`src/rtl/serial_subtractor.sv`:
```
// serial_subtractor
//   Multi-cycle subtractor: diff = a - b - bin over WIDTH bits, DIGIT bits
//   per clock through a borrow chain, with the borrow carried between cycles
//   in a register. Start/busy/valid handshake.
//
//   Parameters:
//     WIDTH  operand/result width (>= 2)
//     DIGIT  bits processed per cycle (WIDTH % DIGIT == 0)
//
//   Ports:
//     clk    rising-edge clock
//     rst    asynchronous active-high reset
//     start  request, accepted only while ready=1
//     a, b   minuend/subtrahend, sampled on accept
//     bin    borrow-in, sampled on accept
//     ready  block can accept start (= !busy)
//     busy   computation in progress
//     diff   registered result
//     bout   registered borrow-out of the MSB
//     valid  one-cycle pulse when diff/bout/ovf update
//     ovf    signed overflow flag
//
//   Optional feature macro: SERIAL_SUB_OVF_EN
//     defined   : ovf = signed overflow of the completed subtraction
//     undefined : ovf tied to 0, no sign-capture registers
module serial_subtractor #(
    parameter int unsigned WIDTH = 8,
    parameter int unsigned DIGIT = 1
) (
    input  logic             clk,
    input  logic             rst,
    input  logic             start,
    input  logic [WIDTH-1:0] a,
    input  logic [WIDTH-1:0] b,
    input  logic             bin,
    output logic             ready,
    output logic             busy,
    output logic [WIDTH-1:0] diff,
    output logic             bout,
    output logic             valid,
    output logic             ovf
);

    localparam int unsigned STEPS = WIDTH / DIGIT;
    localparam int unsigned CNT_W = (STEPS > 1) ? $clog2(STEPS) : 1;

    typedef enum logic [1:0] {
        IDLE = 2'd0,
        RUN  = 2'd1,
        DONE = 2'd2
    } state_t;

    state_t state, state_nxt;

    logic [WIDTH-1:0] a_sh;
    logic [WIDTH-1:0] b_sh;
    logic [WIDTH-1:0] r_sh;
    logic [WIDTH-1:0] r_next;
    logic             brw;
    logic [CNT_W-1:0] cnt;
    logic [DIGIT:0]   sub;
    logic             last;
    logic             accept;

    assign accept = start && (state != RUN);
    assign last   = (cnt == CNT_W'(STEPS - 1));

    // One digit of the borrow chain; the extra top bit is the borrow-out.
    always_comb begin
        sub = {1'b0, a_sh[DIGIT-1:0]} - {1'b0, b_sh[DIGIT-1:0]}
              - {{DIGIT{1'b0}}, brw};
    end

    // Result fills from the MSB end so after STEPS shifts it is aligned.
    always_comb begin
        r_next                  = r_sh >> DIGIT;
        r_next[WIDTH-1 -: DIGIT] = sub[DIGIT-1:0];
    end

    // State register
    always_ff @(posedge clk or posedge rst) begin
        if (rst) state <= IDLE;
        else     state <= state_nxt;
    end

    // Next-state logic
    always_comb begin
        state_nxt = state;
        case (state)
            IDLE:    if (start) state_nxt = RUN;
            RUN:     if (last)  state_nxt = DONE;
            DONE:    if (start) state_nxt = RUN;
            default: state_nxt = IDLE;
        endcase
    end

    // Output logic
    always_comb begin
        busy  = (state == RUN);
        ready = (state != RUN);
    end

    // Datapath
    always_ff @(posedge clk or posedge rst) begin
        if (rst) begin
            a_sh  <= '0;
            b_sh  <= '0;
            r_sh  <= '0;
            brw   <= 1'b0;
            cnt   <= '0;
            diff  <= '0;
            bout  <= 1'b0;
            valid <= 1'b0;
        end else begin
            valid <= 1'b0;
            if (accept) begin
                a_sh <= a;
                b_sh <= b;
                brw  <= bin;
                cnt  <= '0;
            end else if (state == RUN) begin
                a_sh <= a_sh >> DIGIT;
                b_sh <= b_sh >> DIGIT;
                brw  <= sub[DIGIT];
                r_sh <= r_next;
                cnt  <= cnt + CNT_W'(1);
                if (last) begin
                    diff  <= r_next;
                    bout  <= sub[DIGIT];
                    valid <= 1'b1;
                end
            end
        end
    end

`ifdef SERIAL_SUB_OVF_EN
    logic a_msb;
    logic b_msb;

    always_ff @(posedge clk or posedge rst) begin
        if (rst) begin
            a_msb <= 1'b0;
            b_msb <= 1'b0;
            ovf   <= 1'b0;
        end else begin
            if (accept) begin
                a_msb <= a[WIDTH-1];
                b_msb <= b[WIDTH-1];
            end else if (state == RUN && last) begin
                ovf <= (a_msb != b_msb) && (r_next[WIDTH-1] != a_msb);
            end
        end
    end
`else
    assign ovf = 1'b0;
`endif

endmodule

```
`config.mk`:
```
export PLATFORM = sky130hd
export DESIGN_NAME = serial_subtractor
export DESIGN_NICKNAME = d
export VERILOG_FILES = /design/src/rtl/serial_subtractor.sv
export SDC_FILE = /design/constraint.sdc
export NUM_CORES = 1
export LEC_CHECK = 0
export ABC_CLOCK_PERIOD_IN_PS = 2000
export BUFFER_PORTS_ARGS = -buffer_cell sky130_fd_sc_hd__buf_2
export CAP_MARGIN = 20
export CORE_MARGIN = 3
export CORE_UTILIZATION = 30
export DETAILED_ROUTE_END_ITERATION = 7
export GPL_TIMING_DRIVEN = 0
export PLACE_DENSITY = 0.48
export SKIP_CTS_REPAIR_TIMING = 1
export SYNTH_ARGS = -nofsm -noshare
export SYNTH_HDL_FRONTEND = slang
export SYNTH_SLANG_ARGS = --single-unit
```
`constraint.sdc`:
```
create_clock -name clk -period 2 [get_ports clk]
set_input_delay 0.5 -clock clk [delete_from_list [all_inputs] [get_ports clk]]
set_output_delay 0.5 -clock clk [all_outputs]
set_load 0.05 [all_outputs]
```
# Word level (Yosys, flattened, before mapping)
# Index checks and enable logic that the tools add are counted.
# totals
ff_bits	40
latchBits	0
ram_bits	0
rom_bits	0
input_bits	20
output_inout_bits	13
word_cells	40
n_memories	0
# op_classes
addsub	3
multipliers	0
div_mod_pow	0
order_cmp	0
eq_ne	6
shifts	0
muxes	14
n_bitwise	1
n_reduce_logical	7
# op_table
op	count
$mux 8	4
$mux 3	2
$ne 2x1->1 const B	3
$mux 1	5
$mux 2	2
$pmux 2 s2	1
$reduce_and 2->1	2
$add 3x1->3 const B	1
$eq 3x3->1 const B	1
$reduce_and 3->1	1
$eq 2x1->1 const B	1
$eq 2x2->1 const B	1
$logic_not 2->1	1
$reduce_bool 2->1	1
$reduce_or 2->1	1
$sub 1x1->2	1
$sub 2x1->2	1
$logic_and 1x1->1	1
$not 1->1	1

# Depth between registers and ports, before layout
# logic_depth
depth_word	4
mapped_depth	5
depth_no_buf	4

# Least setup slack after synthesis
# Ideal clock, no wire load.
# synth_timing
path_type	register to register
from	reg cnt[0]
to	reg bout
setup_time_ns	0.125
arrival_time_ns	1.385
t_required_ns	1.875
path_slack_ns	0.490
path_stages_with_launch	6
path_buffers	1
synth_period_minus_slack_ns	1.510
cell_sequence	dfrtp_1 ha_1 ha_1 nand3b_1 buf_2 mux2_2
# synth_between
elab_chain_len	2
# synth_rtl
element	line	text
from (decl)	60	logic [CNT_W-1:0] cnt;
from (signal assigned)	126	cnt <= cnt + CNT_W'(1);
$eq 3x3->1	66	assign last = (cnt == CNT_W'(STEPS - 1));
$reduce_and 3->1 (no source line)	--	
to (signal assigned)	129	bout <= sub[DIGIT];
to (decl)	39	output logic bout,
# Every way passes these cells.
# A chain may end at the register's enable or synchronous reset.

# Final worst setup path
# layout_timing
from	reg state[1]
to	out busy
# layout_between
elab_chain_len	1
# layout_rtl
element	line	text
from (decl)	53	state_t state, state_nxt;
from (signal assigned)	83	else state <= state_nxt;
$eq 2x1->1	99	busy = (state == RUN);
to (decl)	37	output logic busy,
# Every way passes these cells.

==> run_results.csv <==
group,metric,value,unit
status,status,"finished, final reports clean",
timing,min_period,1900,ps
place,placed_cells,220,
detailed_routing,num_vias,998,
yosys,synth_fp_nets,140,
final_layout,area_growth,18.4,%
critical_path,endpoint_kind,"output pin",
critical_path,timing.rr.start,"cnt[0]",
yosys,ys_seq_area_frac,0.538,
critical_path,required,1500,ps
detailed_routing,vias_per_cell,4.40,
final_layout,multi_input_area,761,sq um
power,total_power,0.00354,W
clock_tree,numCtsBuffers,5,
final_layout,seq_area,976,sq um
detailed_routing,wire_per_inst,14.0,microns
floorplan,die_w,83.7,microns
critical_path,crit_type,"flip-flop to output pin",
timing,relSlewSlack,0.454,
detailed_routing,antenna_left,0,
floorplan,dieArea,7010,sq um
place,place_ws,350,ps
final_layout,antennaDiodeCount,0,
floorplan,core_area,5680,sq um
timing,max_freq,526,MHz
power,p_comb_frac,0.467,
power,p_clk_frac,0.148,
global_routing,grt_pass1_wl,5390,microns
detailed_routing,drt_first_iter_violations,33,
power,p_leak,1.09,nW
timing,setup_viol,0,
critical_path,rrSetupSlack,370,ps
final_layout,nNetsFinal,178,
power,swShare,0.373,
critical_path,cp-start-kind,"flip-flop",
floorplan,start_util,0.319,
yosys,synth_area,1810,sq um
timing,rsz0062_at_grt,"false",
yosys,synth_cells,117,
yosys,avgSynthCellArea,15.5,sq um
power,switchingPower,0.00132,W
final_layout,mostFrequentLayoutCells,"39 x dfrtp_1, 32 x buf_2, 23 x mux2_4, 23 x mux2_2, 6 x clkbuf_8",
global_routing,grt_max_degree,40,
timing,finClkSkew,4.20,ps
floorplan,die_h,83.7,microns
power,p_int,0.00222,W
global_routing,grtUsageTotal,0.0994,
place,numPortBuffers,31,
power,max-vdd-ir-drop,531,uV
final_layout,fill_cells,546,
detailed_routing,finalWirelength,3170,microns
final_layout,final_cells,227,
clock_tree,clock_path_buffers,2,
place,dp_hpwl,2260,microns
power,seq_power_share,0.384,
timing,maxSlewViolCount,0,
job,cap_violations,0,
critical_path,r2r_cells,5,
timing,final.period_utilization,0.951,
clock_tree,clk_latency,280,ps
timing,hold_ws,377,ps
clock_tree,cts-root-buf,"clkbuf_8",
detailed_routing,drc_errors,0,
hold_path,min_path_type,"input port to asynchronous set/reset pin",
detailed_routing,drt_first_pass_iters,3,
clock_tree,numClockSinks,39,
floorplan,boundaryPins,33,
clock_tree,cts_tree,"done",
critical_path,cp_max_fo,9,
timing,setup_slack,97.3,ps
timing,tns,0,ps
power,power.density,1650,nW/um^2
final_layout,drive_above_1_share,0.594,
global_routing,antenna_found_initial,0,
yosys,ys_ff_latch,39,
clock_tree,cts_max_level,2,
global_routing,grt_pass1_vias,1117,
clock_tree,path_clk_slew,70,ps
yosys,synth_warnings,0,
place,gp_congestion,0.651,
timing,worst_pin_slew,818,ps
critical_path,arrival,1400,ps
global_routing,overflow,0,
timing,final_hold_viol_count,0,
critical_path,timing.rr.end,"diff[2]",
yosys,synth_cell_type_count,18,
final_layout,mostFrequentLayoutCell,"dfrtp_1",
floorplan,rows,27,
## power by group through the flow
stage,Combinational (W),Sequential (W),Clock [W]
finish,0.00165,0.00136,0.000526
global route,0.00178,0.00141,0.000590
CTS,0.00169,0.00137,0.000551
detailed placement,0.00168,0.00139,0
global placement,0.00164,0.00137,0
floorplan,0.00106,0.00164,0
## cell families after synthesis
kind of cell    count (synthesis)  share of synthesized area
mux                            51                      0.361
flops                          39                      0.538
buf+inv                        13                     0.0421
simple gates                    8                     0.0255
fa+ha+maj                       3                     0.0248
compound gates                  2                    0.00621
other cells                     1                    0.00207
## state kept, by name (all words and copies together) (netlist names)
name,count
a_sh,8
b_sh,8
diff,8
r_sh,7
cnt,3
state,2
bout,1
brw,1
valid,1
## Yosys cell counts
cell	instances	area [sq um]
buf_2	1	5.00
buf_4	3	22.5
buf_6	2	22.5
conb_1	1	3.75
dfrtp_1	39	976
fa_1	1	20.0
ha_1	2	25.0
inv_1	6	22.5
inv_2	1	3.75
mux2_2	23	259
mux2_4	23	345
mux2i_1	5	50.1
nand2b_1	3	18.8
nand3b_1	1	7.51
nor2_1	2	7.51
nor2b_1	2	12.5
o21ai_0	1	5.00
o22ai_1	1	6.26
## per-layer routing
| layer | GRT usage | share of wire | wire length [microns] | up-vias |
|---|---|---|---|---|
| met5 | 0 | 0 | 0 | - |
| met1 | 0.115 | 0.43 | 1350 | 503 |
| met3 | 0.0415 | 0.052 | 166 | 4 |
| met4 | 0.0395 | 0.0098 | 31 | 0 |
| li1 | - | - | - | 474 |
| met2 | 0.163 | 0.51 | 1620 | 17 |
## metrics by stage
| stage | instance area [sq um] | util |
|---|---|---|
| 2_1_floorplan | 1810 | - |
| 3_3_place_gp | 2060 | 0.363 |
| 3_5_place_dp | 2060 | 0.363 |
| 4_1_cts | 2150 | 0.378 |
| 5_1_grt | 2150 | 0.378 |
| 6_report | 2150 | 0.378 |
## area by class of cell
cell class	instances	share of cell area
buffer	6	0.0233
clock buffer	6	0.0385
clock inverter	1	0.00233
inverter	7	0.0122
multi-input combinational	65	0.355
sequential	39	0.455
tap	72	0.0420
timing repair buffer	31	0.0723
## critical path, cell delays in order, from the launching register on
cell	delay [ps]
dfrtp_1	400
nand2b_1	210
inv_2	200
buf_2	300
## worst max-delay path by stage
stage / from / endpoint / slack (ps)
floorplan: cnt[0] / bout / 490
finish: state[1] / busy / 100
global placement: rst / b_sh[7] / 120
detailed placement: cnt[0] / diff[2] / 350
global route: state[1] / busy / 30
CTS: state[1] / busy / 70
Power figures use the tool's default switching activity.
